===== src/rtl/nn_stream_pkg.sv =====
// Shared types and default sizes for the input-layer streaming path.
package nn_stream_pkg;

  typedef enum logic [1:0] {
    IDLE   = 2'd0,
    STREAM = 2'd1,
    DONE   = 2'd2
  } state_t;

  localparam int unsigned DEF_DATA_W   = 8;
  localparam int unsigned DEF_N_INPUTS = 16;
  localparam int unsigned DEF_CNT_W    = $clog2(DEF_N_INPUTS + 1);

  // Width needed to count 0..n inclusive.
  function automatic int unsigned cnt_width(input int unsigned n);
    return $clog2(n + 1);
  endfunction

endpackage


===== src/rtl/sync_fifo.sv =====
// Synchronous FIFO with first-word-fall-through head and occupancy count.
module sync_fifo #(
  parameter int unsigned DATA_W = 8,
  parameter int unsigned DEPTH  = 4,
  localparam int unsigned PTR_W = $clog2(DEPTH),
  localparam int unsigned CNT_W = $clog2(DEPTH + 1)
) (
  input  logic              clk,
  input  logic              rst,
  input  logic              push,
  input  logic [DATA_W-1:0] push_data,
  input  logic              pop,
  output logic [DATA_W-1:0] head,
  output logic [CNT_W-1:0]  count
);

  logic [DATA_W-1:0] mem [DEPTH];
  logic [PTR_W-1:0]  wr_ptr;
  logic [PTR_W-1:0]  rd_ptr;
  logic              do_push;
  logic              do_pop;

  // A push into a full buffer is accepted only when a pop frees a slot on the same edge.
  assign do_pop  = pop && (count != '0);
  assign do_push = push && ((count != CNT_W'(DEPTH)) || do_pop);

  // Head reads as zero while empty so the output is defined after reset.
  assign head = (count != '0) ? mem[rd_ptr] : '0;

  always_ff @(posedge clk) begin
    if (do_push) mem[wr_ptr] <= push_data;
  end

  always_ff @(posedge clk) begin
    if (rst) begin
      wr_ptr <= '0;
      rd_ptr <= '0;
      count  <= '0;
    end else begin
      if (do_push) wr_ptr <= wr_ptr + PTR_W'(1);
      if (do_pop)  rd_ptr <= rd_ptr + PTR_W'(1);
      case ({do_push, do_pop})
        2'b10:   count <= count + CNT_W'(1);
        2'b01:   count <= count - CNT_W'(1);
        default: count <= count;
      endcase
    end
  end

endmodule


===== src/rtl/nn_input_streamer.sv =====
// Streams one sample of N_INPUTS feature words from a synchronous-read ROM
// onto a valid/ready link, buffering ROM returns in a small FIFO.
module nn_input_streamer
  import nn_stream_pkg::*;
#(
  parameter int unsigned DATA_W     = DEF_DATA_W,
  parameter int unsigned N_INPUTS   = DEF_N_INPUTS,
  parameter int unsigned ADDR_W     = 8,
  parameter int unsigned BASE_ADDR  = 0,
  parameter int unsigned FIFO_DEPTH = 4
) (
  input  logic              clk,
  input  logic              rst,
  input  logic              start,
  output logic              rom_en,
  output logic [ADDR_W-1:0] rom_addr,
  input  logic [DATA_W-1:0] rom_data,
  output logic [DATA_W-1:0] out_data,
  output logic              out_valid,
  input  logic              out_ready,
  output logic              out_last,
  output logic              busy,
  output logic              done
);

  localparam int unsigned CNT_W  = cnt_width(N_INPUTS);
  localparam int unsigned FCNT_W = $clog2(FIFO_DEPTH + 1);

  state_t            state;
  state_t            state_next;
  logic              busy_next;
  logic              done_next;
  logic              start_stream;
  logic [CNT_W-1:0]  issued;
  logic [CNT_W-1:0]  sent;
  logic              rd_pend;
  logic [FCNT_W-1:0] fifo_count;
  logic              issue;
  logic              pop;

  // Reads are throttled so buffered words plus the two pipeline stages never exceed the FIFO.
  assign issue = (state == STREAM)
              && (issued < CNT_W'(N_INPUTS))
              && ((32'(fifo_count) + 32'(rom_en) + 32'(rd_pend)) < FIFO_DEPTH);

  assign pop       = out_valid && out_ready;
  assign out_valid = (fifo_count != '0);
  assign out_last  = out_valid && (sent == CNT_W'(N_INPUTS - 1));

  always_ff @(posedge clk) begin
    if (rst) state <= IDLE;
    else     state <= state_next;
  end

  always_comb begin
    state_next   = state;
    busy_next    = busy;
    done_next    = 1'b0;
    start_stream = 1'b0;
    unique case (state)
      IDLE: begin
        if (start) begin
          state_next   = STREAM;
          busy_next    = 1'b1;
          start_stream = 1'b1;
        end
      end
      STREAM: begin
        if (pop && out_last) begin
          state_next = DONE;
          busy_next  = 1'b0;
          done_next  = 1'b1;
        end
      end
      DONE:    state_next = IDLE;
      default: state_next = IDLE;
    endcase
  end

  always_ff @(posedge clk) begin
    if (rst) begin
      busy     <= 1'b0;
      done     <= 1'b0;
      rom_en   <= 1'b0;
      rom_addr <= ADDR_W'(BASE_ADDR);
      rd_pend  <= 1'b0;
      issued   <= '0;
      sent     <= '0;
    end else begin
      busy    <= busy_next;
      done    <= done_next;
      rom_en  <= issue;
      rd_pend <= rom_en;
      if (issue) rom_addr <= ADDR_W'(BASE_ADDR) + ADDR_W'(issued);
      if (start_stream) begin
        issued <= '0;
        sent   <= '0;
      end else begin
        if (issue) issued <= issued + CNT_W'(1);
        if (pop)   sent   <= sent + CNT_W'(1);
      end
    end
  end

  // ROM data lands one cycle after rom_en is seen; rd_pend marks that cycle.
  sync_fifo #(
    .DATA_W (DATA_W),
    .DEPTH  (FIFO_DEPTH)
  ) u_fifo (
    .clk       (clk),
    .rst       (rst),
    .push      (rd_pend),
    .push_data (rom_data),
    .pop       (pop),
    .head      (out_data),
    .count     (fifo_count)
  );

endmodule


===== config.mk =====
export PLATFORM = sky130hd
export DESIGN_NAME = nn_input_streamer
export DESIGN_NICKNAME = d
export VERILOG_FILES = /design/src/rtl/nn_stream_pkg.sv /design/src/rtl/sync_fifo.sv /design/src/rtl/nn_input_streamer.sv
export SDC_FILE = /design/constraint.sdc
export NUM_CORES = 1
export LEC_CHECK = 0
export BUFFER_PORTS_ARGS = -buffer_cell sky130_fd_sc_hd__buf_2
export CORE_MARGIN = 2
export CORE_UTILIZATION = 39
export CTS_CLUSTER_SIZE = 20
export DETAILED_ROUTE_END_ITERATION = 6
export RECOVER_POWER = 25
export SYNTH_ARGS = -nofsm -noshare
export SYNTH_HDL_FRONTEND = slang
export SYNTH_SLANG_ARGS = --single-unit

===== constraint.sdc =====
create_clock -name clk -period 3 [get_ports clk]
set_input_delay 0.15 -clock clk [delete_from_list [all_inputs] [get_ports clk]]
set_output_delay 0.15 -clock clk [all_outputs]
set_load 0.02 [all_outputs]

==> metrics <==
FF-to-FF path depth 9; layout cell share with drive strength beyond 1 0.221; WL met2 2.10 mm; Row Count 30; Die Y 86.7 um; max_cap viols 0; crit start category flop; GRT Util Overall 0.130; core area 6720 um2; Mapped Cells approximately 210; final hold violation count 0; Slew Viols, Final 0; Worst EP required around 3300 ps; Setup TNS 0 ps; register area share after synthesis 0.585; outcome finished, final reports clean; Num CTS Buffers 9; vias per inst 4.98; vias around 1600; Starting Density 0.397; P&R area growth vs syn 15.4%; critical path peak fanout 10; max_slew headroom 0.619; post-synthesis register bit count 62; min Tclk post-route ~2500 ps; global-route wire length before repair ~7.3 mm; vias in the first global route 1495; Die ar. about 7500 um2; Slew @ Worst Pin ~570 ps; worst IR drop on VDD ~0.00034 V; highest metal used met4; Critical Path Sink Type flop; post-DP HPWL approximately 3.1 mm; metal3 WL slightly below 200 um; Cells after DPL 308; routed len/inst between 10 and 15 um; worst-case clock skew about 9.4 ps; Max Buffers Root-to-Sink 2; H-tree depth 3; total I/O pin count 33; DRT Wirelength 4.47 mm; initial antenna violation count 0; Post-CTS Resized 0; Cell Pwr Density 653 nW/um2; commonest cells after routing, fill and taps aside edfxtp_1 (32), dfxtp_1 (30), buf_2 (21), inv_1 (12), nor2b_1 (12); Clock Sinks just over 60; worst-skew pair later-pin latency approximately 330 ps; commonest non-fill, non-tap cell in the layout edfxtp_1; Peak Freq 401 MHz; total gr overflow 0; IO buf count 29; Final Setup Violations 0; leakage power between 1 and 1.5 nW; CP Class flop to flop; largest net degree at the start of global routing 33; Synth Warn # 0; Mapped Avg Cell Area 13.0 um2; Post-CTS Setup Repair Bufs 0; part of the cycle the worst path needs 0.832; Non-Filler Instances 324; synthesized area 2670 um2; Worst Hold Class input pin to flop; critical path arrival approximately 2800 ps; CTS Hold Bufs 0; WHS Path Cells 1; Root Buffer Master clkbuf_8; GPL Wtd Cong approximately 0.78; 1st-iter DRT viols 87; M1 WL approximately 2.1 mm; Yosys cell types 41; die width 86.7 um; unrepaired setup endpoints after global routing no; ANT nets after route 0; fin nets 261; TritonCTS clock tree yes; n_diodes 0; # DRC 0; Clock transition at path regs 70 ps; DRT Pass-1 Iters 4
-- flip-flops by register name, indices dropped and copies added (netlist names), named ones only --
signal / count
u_fifo.mem: 32
issued: 5
rom_addr: 5
sent: 5
u_fifo.count: 3
state: 2
u_fifo.rd_ptr: 2
u_fifo.wr_ptr: 2
busy: 1
done: 1
rd_pend: 1
rom_en: 1
-- area by class of cell --
type / instances / area, um2
Fill cell: 618 / 3640
Sequential cell: 62 / 1560
Multi-Input combinational cell: 123 / 1010
Timing Repair Buffer: 30 / 143
Clock buffer: 9 / 124
Tap cell: 80 / 100
Clock inverter: 7 / 88.8
Inverter: 13 / 48.8
-- critical path, stage by stage, from the launching register on --
cell and delay (ps):
dfxtp_1 440, nor4b_1 520, nor2_1 90, inv_1 80
ha_1 180, inv_1 60, fa_1 370, xor2_1 150
or3_2 410, a21oi_1 140
-- worst paths after layout --
check	from	to	slack, ps
hold reg to reg	rom_addr[4]	rom_addr[4]	480
setup / recovery	u_fifo.count[1]	u_fifo.count[2]	500
hold / removal	rom_data[2]	u_fifo.mem[2][2]	80
setup reg to reg	u_fifo.count[1]	u_fifo.count[2]	500
-- per-stage QoR --
stage / setup WS (ps) / util / power [mW] / cell area, um2 / hold WS (ps)
after floorplan: 735 / - / 1.18 / 2680 / 249
after global placement: 630 / 0.428 / 1.26 / 2880 / 370
after detailed placement: 555 / 0.428 / 1.26 / 2880 / 373
after CTS: 525 / 0.460 / 2.04 / 3090 / 17.7
after global routing: 333 / 0.458 / 2.11 / 3080 / 76.5
final: 504 / 0.458 / 2.01 / 3080 / 75.6
-- layer usage --
layer  vias up  global-route usage
li1        806                   -
met1       773               0.164
met2        31               0.197
met3         5              0.0505
met4         0              0.0597
met5         -                   0
-- kinds of logic after synthesis --
kind of cell / count (synthesis) / synth area share
mux: 16 / 0.0975
xor+xnor: 4 / 0.0131
simple gates: 66 / 0.151
buf+inv: 23 / 0.0380
flops: 62 / 0.585
other cells: 1 / 0.00140
fa+ha+maj: 10 / 0.0497
compound gates: 24 / 0.0642
-- where the power goes --
| group | internal (mW) | switching, mW |
|---|---|---|
| logic | 0.120 | 0.156 |
| registers | 0.916 | 0.0413 |
| clock network | 0.461 | 0.318 |
| total | 1.50 | 0.515 |
-- Yosys cell counts (all sizes together) --
library cell / instances / area [um2]
nand3b: 5 / 37.5
o21ai: 6 / 30.0
and3: 5 / 31.3
mux2i: 8 / 80.1
o22ai: 1 / 6.26
or3: 4 / 26.3
or3b: 4 / 35.0
nor2b: 12 / 75.1
a2111oi: 1 / 8.76
inv: 12 / 45.0
edfxtp: 32 / 961
xnor2: 2 / 17.5
and2b: 1 / 7.51
or4b: 2 / 23.8
clkinv: 1 / 3.75
dfxtp: 30 / 601
nor3b: 1 / 7.51
o21ba: 1 / 10.0
fa: 1 / 20.0
a211oi: 3 / 22.5
nand2b: 10 / 62.6
nand2: 3 / 11.3
a21oi: 9 / 56.3
conb: 1 / 3.75
xor2: 2 / 17.5
nor4b: 1 / 8.76
a311oi: 1 / 8.76
o31ai: 1 / 21.3
ha: 9 / 113
nand3: 6 / 30.0
mux4: 8 / 180
clkbuf: 4 / 15.0
nor3: 2 / 10.0
buf: 6 / 37.5
nor2: 10 / 37.5
a21o: 1 / 7.51
Power figures use the tool's default switching activity.
